<file path="config.mk">
export PLATFORM = sky130hd
export DESIGN_NAME = motoro3_pwm_multi_dt
export DESIGN_NICKNAME = d
export VERILOG_FILES = /design/src/rtl/motoro3_pwm_multi_dt.sv
export SDC_FILE = /design/constraint.sdc
export NUM_CORES = 1
export LEC_CHECK = 0
export BUFFER_PORTS_ARGS = -buffer_cell sky130_fd_sc_hd__clkbuf_2
export CAP_MARGIN = 10
export CORE_ASPECT_RATIO = 0.9
export CORE_UTILIZATION = 55
export DETAILED_ROUTE_END_ITERATION = 6
export PLACE_DENSITY_LB_ADDON = 0.3
export SYNTH_ARGS = -nofsm -noshare
export SYNTH_HDL_FRONTEND = slang
export SYNTH_SLANG_ARGS = --single-unit
</file>
<file path="constraint.sdc">
create_clock -name clk -period 4.21 [get_ports clk]
set_input_delay 0.421 -clock clk [delete_from_list [all_inputs] [get_ports clk]]
set_output_delay 0.421 -clock clk [all_outputs]
set_load 0.02 [all_outputs]
</file>
<file path="src/rtl/motoro3_pwm_multi_dt.sv">
// CH-channel complementary PWM with a shared period counter, shadowed settings,
// minimum-on-time carry-over and per-pair dead-time insertion.
module motoro3_pwm_multi_dt #(
    parameter int unsigned CH = 3,
    parameter int unsigned CW = 12,
    parameter int unsigned DW = 6
) (
    input  logic             clk,
    input  logic             nRst,
    input  logic             en,
    input  logic             sync,
    input  logic [CW-1:0]    periodLen,
    input  logic [CH*CW-1:0] dutyWant,
    input  logic [CW-1:0]    minPulse,
    input  logic [DW-1:0]    deadTime,
    output logic [CH-1:0]    pwmH,
    output logic [CH-1:0]    pwmL,
    output logic             periodEnd
);

    typedef enum logic [1:0] {StIdle, StHi, StLo, StDead} chState_e;

    localparam logic [CW-1:0] CntOne = CW'(1);
    localparam logic [DW-1:0] DtOne  = DW'(1);

    logic            act, start, actQ;
    logic [CW-1:0]   cntQ, cntD;
    logic [CW-1:0]   perSQ, perSD, minSQ, minSD;
    logic [DW-1:0]   dtSQ, dtSD, dtNow;
    logic            periodEndD;
    logic [CH-1:0]   raw;
    logic [CW-1:0]   dutyCh  [CH];
    logic [CW:0]     sumW    [CH];
    logic [CW-1:0]   dEffNew [CH];
    logic [CW-1:0]   accNew  [CH];
    logic [CW-1:0]   dEffQ   [CH];
    logic [CW-1:0]   dEffD   [CH];
    logic [CW-1:0]   accQ    [CH];
    logic [CW-1:0]   accD    [CH];
    logic [DW-1:0]   dtCntQ  [CH];
    logic [DW-1:0]   dtCntD  [CH];
    chState_e        stQ     [CH];
    chState_e        stD     [CH];

    assign act   = en & (periodLen != '0);
    assign start = act & (~actQ | sync | (cntQ == perSQ - CntOne));
    // A restart loads deadTime on this edge, so transitions taken now must already use it.
    assign dtNow = start ? deadTime : dtSQ;

    // Effective duty for the period about to start, using the settings being loaded.
    always_comb begin
        for (int i = 0; i < CH; i++) begin
            dutyCh[i]  = dutyWant[i*CW +: CW];
            sumW[i]    = {1'b0, accQ[i]} + {1'b0, dutyCh[i]};
            dEffNew[i] = '0;
            accNew[i]  = '0;
            if (minPulse == '0) begin
                dEffNew[i] = (dutyCh[i] > periodLen) ? periodLen : dutyCh[i];
            end else if (sumW[i] < {1'b0, minPulse}) begin
                accNew[i] = sumW[i][CW-1:0];
            end else begin
                dEffNew[i] = (sumW[i] > {1'b0, periodLen}) ? periodLen : sumW[i][CW-1:0];
            end
        end
    end

    always_comb begin
        cntD       = cntQ;
        perSD      = perSQ;
        minSD      = minSQ;
        dtSD       = dtSQ;
        periodEndD = 1'b0;
        for (int i = 0; i < CH; i++) begin
            dEffD[i]  = dEffQ[i];
            accD[i]   = accQ[i];
            stD[i]    = stQ[i];
            dtCntD[i] = dtCntQ[i];
            raw[i]    = cntQ < dEffQ[i];
        end

        if (!act) begin
            cntD = '0;
            for (int i = 0; i < CH; i++) begin
                // Stale duties would otherwise steer the first decision after re-enable.
                dEffD[i] = '0;
                stD[i]   = StIdle;
                if (!en) begin
                    accD[i] = '0;
                end
            end
        end else begin
            if (start) begin
                cntD       = '0;
                perSD      = periodLen;
                minSD      = minPulse;
                dtSD       = deadTime;
                periodEndD = actQ;
                for (int i = 0; i < CH; i++) begin
                    dEffD[i] = dEffNew[i];
                    accD[i]  = accNew[i];
                end
            end else begin
                cntD = cntQ + CntOne;
            end

            for (int i = 0; i < CH; i++) begin
                unique case (stQ[i])
                    StIdle, StHi, StLo: begin
                        if ((stQ[i] == StIdle) || ((stQ[i] == StHi) != raw[i])) begin
                            if (dtNow == '0) begin
                                stD[i] = raw[i] ? StHi : StLo;
                            end else begin
                                stD[i]    = StDead;
                                dtCntD[i] = dtNow;
                            end
                        end
                    end
                    StDead: begin
                        if (dtCntQ[i] <= DtOne) begin
                            stD[i] = raw[i] ? StHi : StLo;
                        end else begin
                            dtCntD[i] = dtCntQ[i] - DtOne;
                        end
                    end
                endcase
            end
        end
    end

    always_comb begin
        for (int i = 0; i < CH; i++) begin
            pwmH[i] = (stQ[i] == StHi);
            pwmL[i] = (stQ[i] == StLo);
        end
    end

    always_ff @(posedge clk) begin
        if (!nRst) begin
            actQ      <= 1'b0;
            cntQ      <= '0;
            perSQ     <= '0;
            minSQ     <= '0;
            dtSQ      <= '0;
            periodEnd <= 1'b0;
            for (int i = 0; i < CH; i++) begin
                dEffQ[i]  <= '0;
                accQ[i]   <= '0;
                dtCntQ[i] <= '0;
                stQ[i]    <= StIdle;
            end
        end else begin
            actQ      <= act;
            cntQ      <= cntD;
            perSQ     <= perSD;
            minSQ     <= minSD;
            dtSQ      <= dtSD;
            periodEnd <= periodEndD;
            for (int i = 0; i < CH; i++) begin
                dEffQ[i]  <= dEffD[i];
                accQ[i]   <= accD[i];
                dtCntQ[i] <= dtCntD[i];
                stQ[i]    <= stD[i];
            end
        end
    end

endmodule

</file>
==> run summary <==
Port Buf Inserts: 76
FF-to-FF Start: accQ[0][1]$_SDFFE_PN0P_
CTS hold repair buffers: 0
outcome: completed
hpwl dp: 25500 um
fill cell count: 1706
top cells by count, synth: ha_1, dfxtp_1, nor2_1, a21oi_1, inv_1
Crit Path Category: flip-flop to flip-flop
FF-to-FF End: dEffQ[0][5]$_SDFFE_PN0N_
CTS clk-pin slew, worst paths: 0.06 ns
# IOs: 77
first-pass GRT wire length: 55000 um
Yosys warning count: 0
setup bufs post-CTS: 0
met2 WL: 14600 um
CTS sink cnt: 128
vias in the first global route: 10400
CP Data Required Time: 4.58 ns
Critical Path Slowest Stage Cell: a221o_2
met3 routed WL: 3160 um
final setup violating endpoints: 0
flops & latches, synth: 128
share of cells above drive strength 1: 0.141
CP max FO: 6
crit path launch: accQ[0][1]$_SDFFE_PN0P_
Die W: 153 um
Mapped Cells: 1374
Final nets: 1712
Fmax achieved: 249 MHz
die height: 138 um
clock latency on the worst-skew pair: 0.44 ns
R2R Setup Slk: 0.19 ns
Antenna Cells: 0
Final period util: 0.955
clk_skew: 0.0154 ns
Worst Hold Path Cells: 2
crit path launch type: flip-flop
Synth area leaders: dfxtp_1, ha_1, mux2i_1
Layout Utilization: 0.637
Pwr per Cell Area: 390 mW/mm^2
H-tree depth: 4
most common cell in the netlist: ha_1
drt first-iter violations: 903
GRT Resource Usage Total: 0.327
Worst slew margin: 0.410
TritonRoute pass-1 iters: 5
CTS tree: built
Worst Hold Path EP: dtCntQ[0][4]$_SDFFE_PN0P_
wl on met1: 15300 um
Fin Hold WS: 0.354 ns
Max Used Layer: met4
mapped cell area: 0.0114 mm^2
# DRC: 0
Peak VDD IR: 0.252 mV
vias per inst: 6.35
syn avg cell area: 8.27 um^2
grt total ovfl: 0
Most used DFF post-synth: dfxtp_1
CTS root buffer: clkbuf_16
via count: 11000
area leader, netlist: dfxtp_1
cell family contributing the most delay on the critical path: compound AO/OA/AOI/OAI gates
TNS Setup: 0 ns
Antenna Nets Post-Route: 0
share of the synthesized area in the top cell type: 0.226
min cycle time layout: 4.02 ns
initial antenna violation count: 0
LEAKAGE: 0.00597 uW
Cell variety after synth: 72
Routed WL: 34400 um
crit end category: flip-flop
FFs w/ async S/R, synth: 0
WL per Instance: 19.9 um
CORE AREA: 0.0201 mm^2
final RePlAce weighted congestion: 0.951
Rows: 49
reg2reg path depth: 15
clk buf depth: 2
Buf/Inv on CP: 0
clock buffer count from CTS: 17
largest net degree at the start of global routing: 45
Post-Syn Nets: 1629
Min-Delay Startpoint: nRst
sequential fraction of the synthesis area: 0.226
HP Class: input pin to flip-flop
Tot Pwr: 5000 uW
max cap viols: 0
CP Cell Sequence: ha_1, a21o_1, a21oi_1, o21ai_1, a211oi_2, o41ai_2, nor2_1, xnor2_1, ha_1, a2111oi_2, o211ai_1, a221o_2, mux2i_1, o221ai_1, o211a_1
initial core utilization: 0.565
Area growth syn-to-layout: 12.8%
Post-synth EDFFs: 0
Max stage delay on crit path: 0.51 ns
Worst Tran Pin Value: 0.882 ns
final hold vios: 0
Die ar.: 0.0212 mm^2
WP data arrival: 4.39 ns
Final Max Slew Viols: 0
crit-path most repeated cell: ha_1
-- worst max-delay path by stage --
stage	to	slack [ns]	cells after the start
floorplan	dEffQ[0][16]$_SDFFE_PN0N_	0.12	19
global placement	dEffQ[0][2]$_SDFFE_PN0N_	-0.001	16
detailed placement	dEffQ[0][5]$_SDFFE_PN0N_	-0.28	16
CTS	dEffQ[0][5]$_SDFFE_PN0N_	0.06	14
global route	dEffQ[0][14]$_SDFFE_PN0N_	-0.008	18
finish	dEffQ[0][5]$_SDFFE_PN0N_	0.19	15
-- sequential cells by signal, indices dropped and copies added (netlist names) --
| register | flops |
|---|---|
| accQ | 36 |
| dEffQ | 36 |
| dtCntQ | 18 |
| cntQ | 12 |
| perSQ | 12 |
| dtSQ | 6 |
| stQ | 6 |
| actQ | 1 |
| periodEnd | 1 |
-- layer usage --
layer / global-route usage / vias up
met3: 0.0520 / 112
met1: 0.454 / 5119
met5: 0 / -
met2: 0.490 / 512
met4: 0.163 / 0
li1: - / 5216
-- per-stage QoR --
step / cells / cell area (um^2) / setup slack [ns]
floorplan: 1374 / 11400 / 0.125
global placement: 1691 / 12200 / -0.000979
detailed placement: 1691 / 12200 / -0.281
CTS: 1724 / 12800 / 0.0587
global route: 1725 / 12800 / -0.00778
finish: 1725 / 12800 / 0.189
-- cells in the final DEF, fill, tap and decap left out, types with 30 or more instances in the layout --
cell type,instances
o21ai_0,49
nor2_1,117
nor3_1,31
a21oi_1,98
a21o_1,35
inv_1,97
clkbuf_2,76
mux2i_1,72
dfxtp_1,128
nand2_1,93
ha_1,182
buf_4,46
xnor2_1,34
a22oi_1,30
-- power breakdown --
group	total, uW	internal (uW)	switching, uW
registers	1390	1310	76.5
clock network	1470	895	574
logic	2140	921	1220
-- area by class of cell --
cell class	count	area [um^2]	area share
clock buffer	21	460	0.0359
clock inverter	11	114	0.00889
tap	255	319	0.0249
timing repair buffer	123	731	0.0570
inverter	98	368	0.0287
sequential	128	2560	0.200
multi-input combinational	1089	8260	0.645
-- cell families (layout without fill, tap and decap cells) --
| kind of cell | count (synthesis) | after routing | share of synthesized area |
|---|---|---|---|
| buffers and inverters | 158 | 253 | 0.0533 |
| XOR/XNOR | 53 | 53 | 0.0409 |
| adder cells (fa/ha/maj) | 185 | 185 | 0.206 |
| AND/OR/NAND/NOR | 385 | 385 | 0.163 |
| AO/OA/AOI/OAI | 379 | 380 | 0.234 |
| multiplexers | 86 | 86 | 0.0773 |
| flip-flops | 128 | 128 | 0.226 |
-- repair_timing --
action                                  4_1_cts  5_1_grt
cloned                                        1        1
pin swaps                                     1        4
resized for setup                             3       11
endpoints found under the setup margin       12       22
Power figures use the tool's default switching activity.
